===== config.mk =====
export PLATFORM = sky130hd
export DESIGN_NAME = seg7_scan_driver
export DESIGN_NICKNAME = d
export VERILOG_FILES = /design/src/rtl/seg7_scan_driver.sv
export SDC_FILE = /design/constraint.sdc
export NUM_CORES = 1
export LEC_CHECK = 0
export CAP_MARGIN = 30
export CORE_MARGIN = 1
export CORE_UTILIZATION = 32
export CTS_CLUSTER_SIZE = 20
export DETAILED_ROUTE_END_ITERATION = 12
export HOLD_SLACK_MARGIN = 0.05
export PLACE_DENSITY_LB_ADDON = 0.3
export REMOVE_ABC_BUFFERS = 1
export SYNTH_ARGS = -nofsm -noshare
export SYNTH_HDL_FRONTEND = slang
export SYNTH_SLANG_ARGS = --single-unit

===== constraint.sdc =====
create_clock -name clk -period 2.2 [get_ports clk]
set_input_delay 0.44 -clock clk [delete_from_list [all_inputs] [get_ports clk]]
set_output_delay 0.44 -clock clk [all_outputs]
set_load 0.03 [all_outputs]

===== src/rtl/seg7_scan_driver.sv =====
`default_nettype none
// ============================================================================
//  Module      : seg7_scan_driver
//  Description : Time-multiplexed driver for a 4-digit common-anode 7-segment
//                display. A 16-bit hex value, per-digit decimal points and a
//                blank mask are double-buffered. The pending copy moves to the
//                displayed copy only at frame end, so a frame never mixes old
//                and new data. Each digit slot starts with a short guard
//                window with all anodes off to stop ghosting.
//  Ports       : clk        - system clock
//                reset      - synchronous, active-high
//                load       - one-cycle strobe, captures value/dp_in/blank
//                value      - four hex digits, value[3:0] is digit 0 (an[0])
//                dp_in      - decimal point per digit, 1 = lit
//                blank      - per-digit blank, 1 = digit dark
//                seg        - segments {g,f,e,d,c,b,a}, active low
//                dp         - decimal point, active low
//                an         - anodes, active low, at most one low
//                busy       - pending buffer holds data not yet displayed
//                frame_done - one-cycle pulse when the digit 3 slot ends
//  Options     : LEADING_ZERO_BLANK_EN - when defined, digits 3..1 also go
//                dark when their nibble and every higher nibble are zero.
//  Revision    : 1.0 - initial release
// ============================================================================
module seg7_scan_driver #(
    parameter int SLOT_CYCLES  = 100000,
    parameter int GUARD_CYCLES = 500
) (
    input  logic        clk,
    input  logic        reset,
    input  logic        load,
    input  logic [15:0] value,
    input  logic [3:0]  dp_in,
    input  logic [3:0]  blank,
    output logic [6:0]  seg,
    output logic        dp,
    output logic [3:0]  an,
    output logic        busy,
    output logic        frame_done
);

    localparam int          CNT_W     = (SLOT_CYCLES > 2) ? $clog2(SLOT_CYCLES) : 1;
    localparam logic [CNT_W-1:0] c_SLOT_LAST = CNT_W'(SLOT_CYCLES - 1);
    localparam logic [CNT_W-1:0] c_GUARD     = CNT_W'(GUARD_CYCLES);

    // Scan position
    logic [CNT_W-1:0] r_cnt;
    logic [1:0]       r_idx;

    // Displayed and pending buffers
    logic [15:0] r_act_value;
    logic [3:0]  r_act_dp;
    logic [3:0]  r_act_blank;
    logic [15:0] r_pend_value;
    logic [3:0]  r_pend_dp;
    logic [3:0]  r_pend_blank;
    logic        r_busy;

    // Registered outputs
    logic [6:0]  r_seg;
    logic        r_dp;
    logic [3:0]  r_an;
    logic        r_frame_done;

    logic        w_slot_end;
    logic        w_frame_end;
    logic [3:0]  w_nib;
    logic        w_dark;
    logic [6:0]  w_dec;
    logic [3:0]  w_an;

    assign w_slot_end  = (r_cnt == c_SLOT_LAST);
    assign w_frame_end = w_slot_end && (r_idx == 2'd3);

    // ------------------------------------------------------------------
    // Digit selection and decode
    // ------------------------------------------------------------------
    always_comb begin
        w_nib  = r_act_value[{r_idx, 2'b00} +: 4];
        w_dark = r_act_blank[r_idx];
`ifdef LEADING_ZERO_BLANK_EN
        // Shifting out the lower digits leaves this nibble and all higher
        // ones; zero means this digit is a leading zero. Digit 0 is exempt.
        if ((r_idx != 2'd0) && ((r_act_value >> {r_idx, 2'b00}) == 16'd0)) begin
            w_dark = 1'b1;
        end
`endif
    end

    always_comb begin
        w_dec = 7'b1111111;
        case (w_nib)
            4'h0: w_dec = 7'b1000000;
            4'h1: w_dec = 7'b1111001;
            4'h2: w_dec = 7'b0100100;
            4'h3: w_dec = 7'b0110000;
            4'h4: w_dec = 7'b0011001;
            4'h5: w_dec = 7'b0010010;
            4'h6: w_dec = 7'b0000010;
            4'h7: w_dec = 7'b1111000;
            4'h8: w_dec = 7'b0000000;
            4'h9: w_dec = 7'b0010000;
            4'hA: w_dec = 7'b0001000;
            4'hB: w_dec = 7'b0000011;
            4'hC: w_dec = 7'b1000110;
            4'hD: w_dec = 7'b0100001;
            4'hE: w_dec = 7'b0000110;
            4'hF: w_dec = 7'b0001110;
            default: w_dec = 7'b1111111;
        endcase
    end

    always_comb begin
        w_an = 4'b1111;
        if (r_cnt >= c_GUARD) begin
            w_an[r_idx] = 1'b0;
        end
    end

    // ------------------------------------------------------------------
    // Scan counters
    // ------------------------------------------------------------------
    always_ff @(posedge clk) begin
        if (reset) begin
            r_cnt <= '0;
            r_idx <= 2'd0;
        end else if (w_slot_end) begin
            r_cnt <= '0;
            r_idx <= r_idx + 2'd1;
        end else begin
            r_cnt <= r_cnt + CNT_W'(1);
        end
    end

    // ------------------------------------------------------------------
    // Double buffer. A load landing on the frame-end cycle goes straight
    // to the displayed copy so it appears in the very next frame without
    // ever raising busy.
    // ------------------------------------------------------------------
    always_ff @(posedge clk) begin
        if (reset) begin
            r_act_value  <= 16'd0;
            r_act_dp     <= 4'd0;
            r_act_blank  <= 4'd0;
            r_pend_value <= 16'd0;
            r_pend_dp    <= 4'd0;
            r_pend_blank <= 4'd0;
            r_busy       <= 1'b0;
        end else if (w_frame_end) begin
            if (load) begin
                r_act_value <= value;
                r_act_dp    <= dp_in;
                r_act_blank <= blank;
            end else if (r_busy) begin
                r_act_value <= r_pend_value;
                r_act_dp    <= r_pend_dp;
                r_act_blank <= r_pend_blank;
            end
            r_busy <= 1'b0;
        end else if (load) begin
            r_pend_value <= value;
            r_pend_dp    <= dp_in;
            r_pend_blank <= blank;
            r_busy       <= 1'b1;
        end
    end

    // ------------------------------------------------------------------
    // Output registers: one cycle behind the scan position
    // ------------------------------------------------------------------
    always_ff @(posedge clk) begin
        if (reset) begin
            r_an         <= 4'b1111;
            r_seg        <= 7'b1111111;
            r_dp         <= 1'b1;
            r_frame_done <= 1'b0;
        end else begin
            r_an         <= w_an;
            r_seg        <= w_dark ? 7'b1111111 : w_dec;
            r_dp         <= w_dark ? 1'b1 : ~r_act_dp[r_idx];
            r_frame_done <= w_frame_end;
        end
    end

    assign seg        = r_seg;
    assign dp         = r_dp;
    assign an         = r_an;
    assign busy       = r_busy;
    assign frame_done = r_frame_done;

endmodule
`default_nettype wire

==> flow_summary.json <==
{
  "status": "finished with violations",
  "violations": "DRC",
  "ys_types": 39,
  "endpoint": "r_act_blank[1]",
  "design_area_mm2": 0.004785,
  "htree_levels": 3,
  "max_freq_mhz": 481.1,
  "vias": 3039,
  "hold_violations": 0,
  "powerDensity_mw_per_mm2": 699.5,
  "initial_utilization_pct": 33.19,
  "crit_arrival_ns": 2.32,
  "critPathLaunchType": "flip-flop",
  "max_stage_delay_ns": 0.40,
  "nNetsFinal": 478,
  "worst_path_max_delay_cell": "dfxtp_1",
  "synth_ff_type": "dfxtp_1",
  "path_cells": "ha_2 -> nand2_1 -> or3_1 -> or3_1 -> buf_4 -> o31ai_1",
  "finalCoreUtilization_pct": 41.37,
  "seq_area_frac_synth_pct": 42.24,
  "rr_worst_depth": 6,
  "synthToLayoutAreaGrowth_pct": 24.64,
  "switching_share_pct": 21.81,
  "p_comb_share_pct": 8.0,
  "criticalPathCategory": "flip-flop to flip-flop",
  "antenna_left": 0,
  "n_antenna_cell": 0,
  "relSlewSlack_pct": 46.64,
  "period_share_pct": 94.49,
  "dpl_cell_area_mm2": 0.004466,
  "clock-sinks": 81,
  "async_reset_ff_share_pct": 0,
  "num_rows": 39,
  "multi_input_area_mm2": 0.002043,
  "grt_max_degree": 52,
  "synthCells": 402,
  "wire_per_inst_um": 13.98,
  "grt_antenna_before_repair": 0,
  "cp.required_ns": 2.44,
  "die_h_um": 111.5,
  "seq_area_mm2": 0.001622,
  "coreArea_mm2": 0.01156,
  "syn_area_per_cell_um2": 9.549,
  "post-route-min-period_ns": 2.079,
  "worstReg2RegStart": "r_cnt[0]",
  "post_cts_buffers": 0,
  "power.internal_mw": 2.617,
  "drive_gt1_share_pct": 10.81,
  "p_leak_nw": 1.792,
  "drt_pass1_iterations": 9,
  "path_clk_slew_ns": 0.06,
  "hpwl_um": 5571,
  "path_max_fanout": 24,
  "vias_per_cell": 5.177,
  "hold_class": "flip-flop to flip-flop",
  "drc": 5,
  "clock_path_buffers": 2,
  "fill_cells": 1121,
  "routed_wl_um": 8207,
  "switchingPower_mw": 0.7298,
  "maxCapViolCount": 0,
  "end_kind": "flip-flop",
  "share_seq_of_total_power_pct": 45.6,
  "synth-edff-count": 0,
  "globalplace.congestion": 0.7698,
  "grt_use_total_pct": 14.04,
  "worstSetupStartpoint": "r_cnt[0]",
  "power.share.clock_pct": 46.4,
  "netlist_area_mm2": 0.003839,
  "finalMaxSlewViolations": 0,
  "clk_latency_ns": 0.33,
  "final_cell_mix": "dfxtp_1 (81), nand2_1 (63), mux2i_1 (49)",
  "gr-total-overflow": 0,
  "final-setup-viol-count": 0,
  "reg2reg_to": "r_act_blank[1]",
  "rrSetupSlack_ns": 0.12,
  "grt_pass1_wl_um": 13940,
  "vdd_drop_max_mv": 0.4226,
  "cts_made_buffers": 9,
  "io_pins": 41,
  "yosys_register_bits": 81,
  "clock_skew_ns": 0.009021,
  "crit_top_cell": "or3_1",
  "die_width_um": 111.5,
  "die_area_mm2": 0.01244,
  "grt_pass1_vias": 2858,
  "layout_commonest_cell": "dfxtp_1",
  "power_mw": 3.347,
  "tightest_slew_ns": 0.7993,
  "yosys_warnings": 0,
  "cts-root-buf": "clkbuf_16",
  "port_buffers": 40,
  "cts_tree": "built",
  "tns_ns": 0,
  "drtIter0Drc": 120
}
## area by class of cell
type / count / share of cell area, %
repair buffers: 59 / 12.40
well taps: 143 / 3.740
inverters: 10 / 0.7845
clock buffers: 9 / 4.707
multi-input cells: 278 / 42.70
clock inverters: 7 / 1.778
flip-flops and latches: 81 / 33.89
## repair_timing
action                     CTS  global route
hold buffers                 0             0
resized for setup            0             2
setup endpoints to repair    0             6
## power by group through the flow
stage	Sequential (mW)	Clock (mW)	Combinational, mW
after floorplan	1.57	0	0.112
after global placement	1.56	0	0.267
after global routing	1.53	1.66	0.293
after CTS	1.53	1.60	0.271
final	1.53	1.55	0.267
after detailed placement	1.56	0	0.270
## synthesized netlist by cell type (all sizes together) (7+ instances only)
cell type   n  share of area, %
a21oi       7              0.91
buf         7               1.2
clkbuf     26               2.5
dfxtp      81                42
ha         12               3.9
inv        10              0.98
mux2i      49                13
nand2      63               6.2
nand3       9               1.3
nor2       22               2.2
o21ai       7               1.0
o311ai     24               5.5
o31ai      24               4.7
xor2        7               1.6
## worst min path at each step
stage	from	endpoint	depth (start not counted)	slack [ns]
floorplan	r_pend_blank[0]	r_pend_blank[0]	2	0.43
global placement	r_pend_value[13]	r_pend_value[13]	2	0.44
detailed placement	r_pend_value[13]	r_pend_value[13]	2	0.45
CTS	r_pend_value[13]	r_pend_value[13]	2	0.46
global route	r_pend_value[8]	r_pend_value[8]	2	0.48
finish	r_pend_blank[0]	r_pend_blank[0]	2	0.46
## logic make-up after synthesis
| group | after synthesis | synth area share [%] |
|---|---|---|
| simple gates | 125 | 15.42 |
| mux | 55 | 16.30 |
| flops | 81 | 42.24 |
| buf+inv | 43 | 4.758 |
| compound gates | 73 | 14.41 |
| fa+ha+maj | 12 | 3.911 |
| xor+xnor | 13 | 2.966 |
## per-stage QoR
stage               setup WS (ns)  instances  hold slack (ns)
floorplan                 -0.1729        369           0.4341
global placement           0.1716        571           0.4412
detailed placement         0.1043        571           0.4478
CTS                       0.08245        587           0.4562
global route             -0.01712        587           0.4757
finish                     0.1213        587           0.4556
## routing by layer
layer  GRT usage [%]  vias to the layer above  wire length (µm)  part of all wire, %
met5               0                        -                 0                    0
met4           5.946                        0               142                  1.7
met3           3.430                       11               294                  3.6
met2           21.46                       63              3721                   45
met1           18.87                     1431              4049                   49
li1                -                     1534                 -                    -
## registers in the layout, summed over array words and instances (netlist names)
signal and count:
r_act_blank 4, r_act_dp 4, r_pend_value 16, busy 1, dp 1, r_pend_blank 4
r_act_value 16, r_pend_dp 4, seg 7, an 4, r_cnt 17, frame_done 1
r_idx 2
## critical path, delay by kind of cell (launching register included)
kind                     cells  cell delay, ns
AND/OR/NAND/NOR              3            0.84
flip-flops                   1            0.40
AO/OA/AOI/OAI                1            0.27
adder cells (fa/ha/maj)      1            0.24
buffers and inverters        1            0.23
Note: power is estimated with default switching activity, not from simulation.
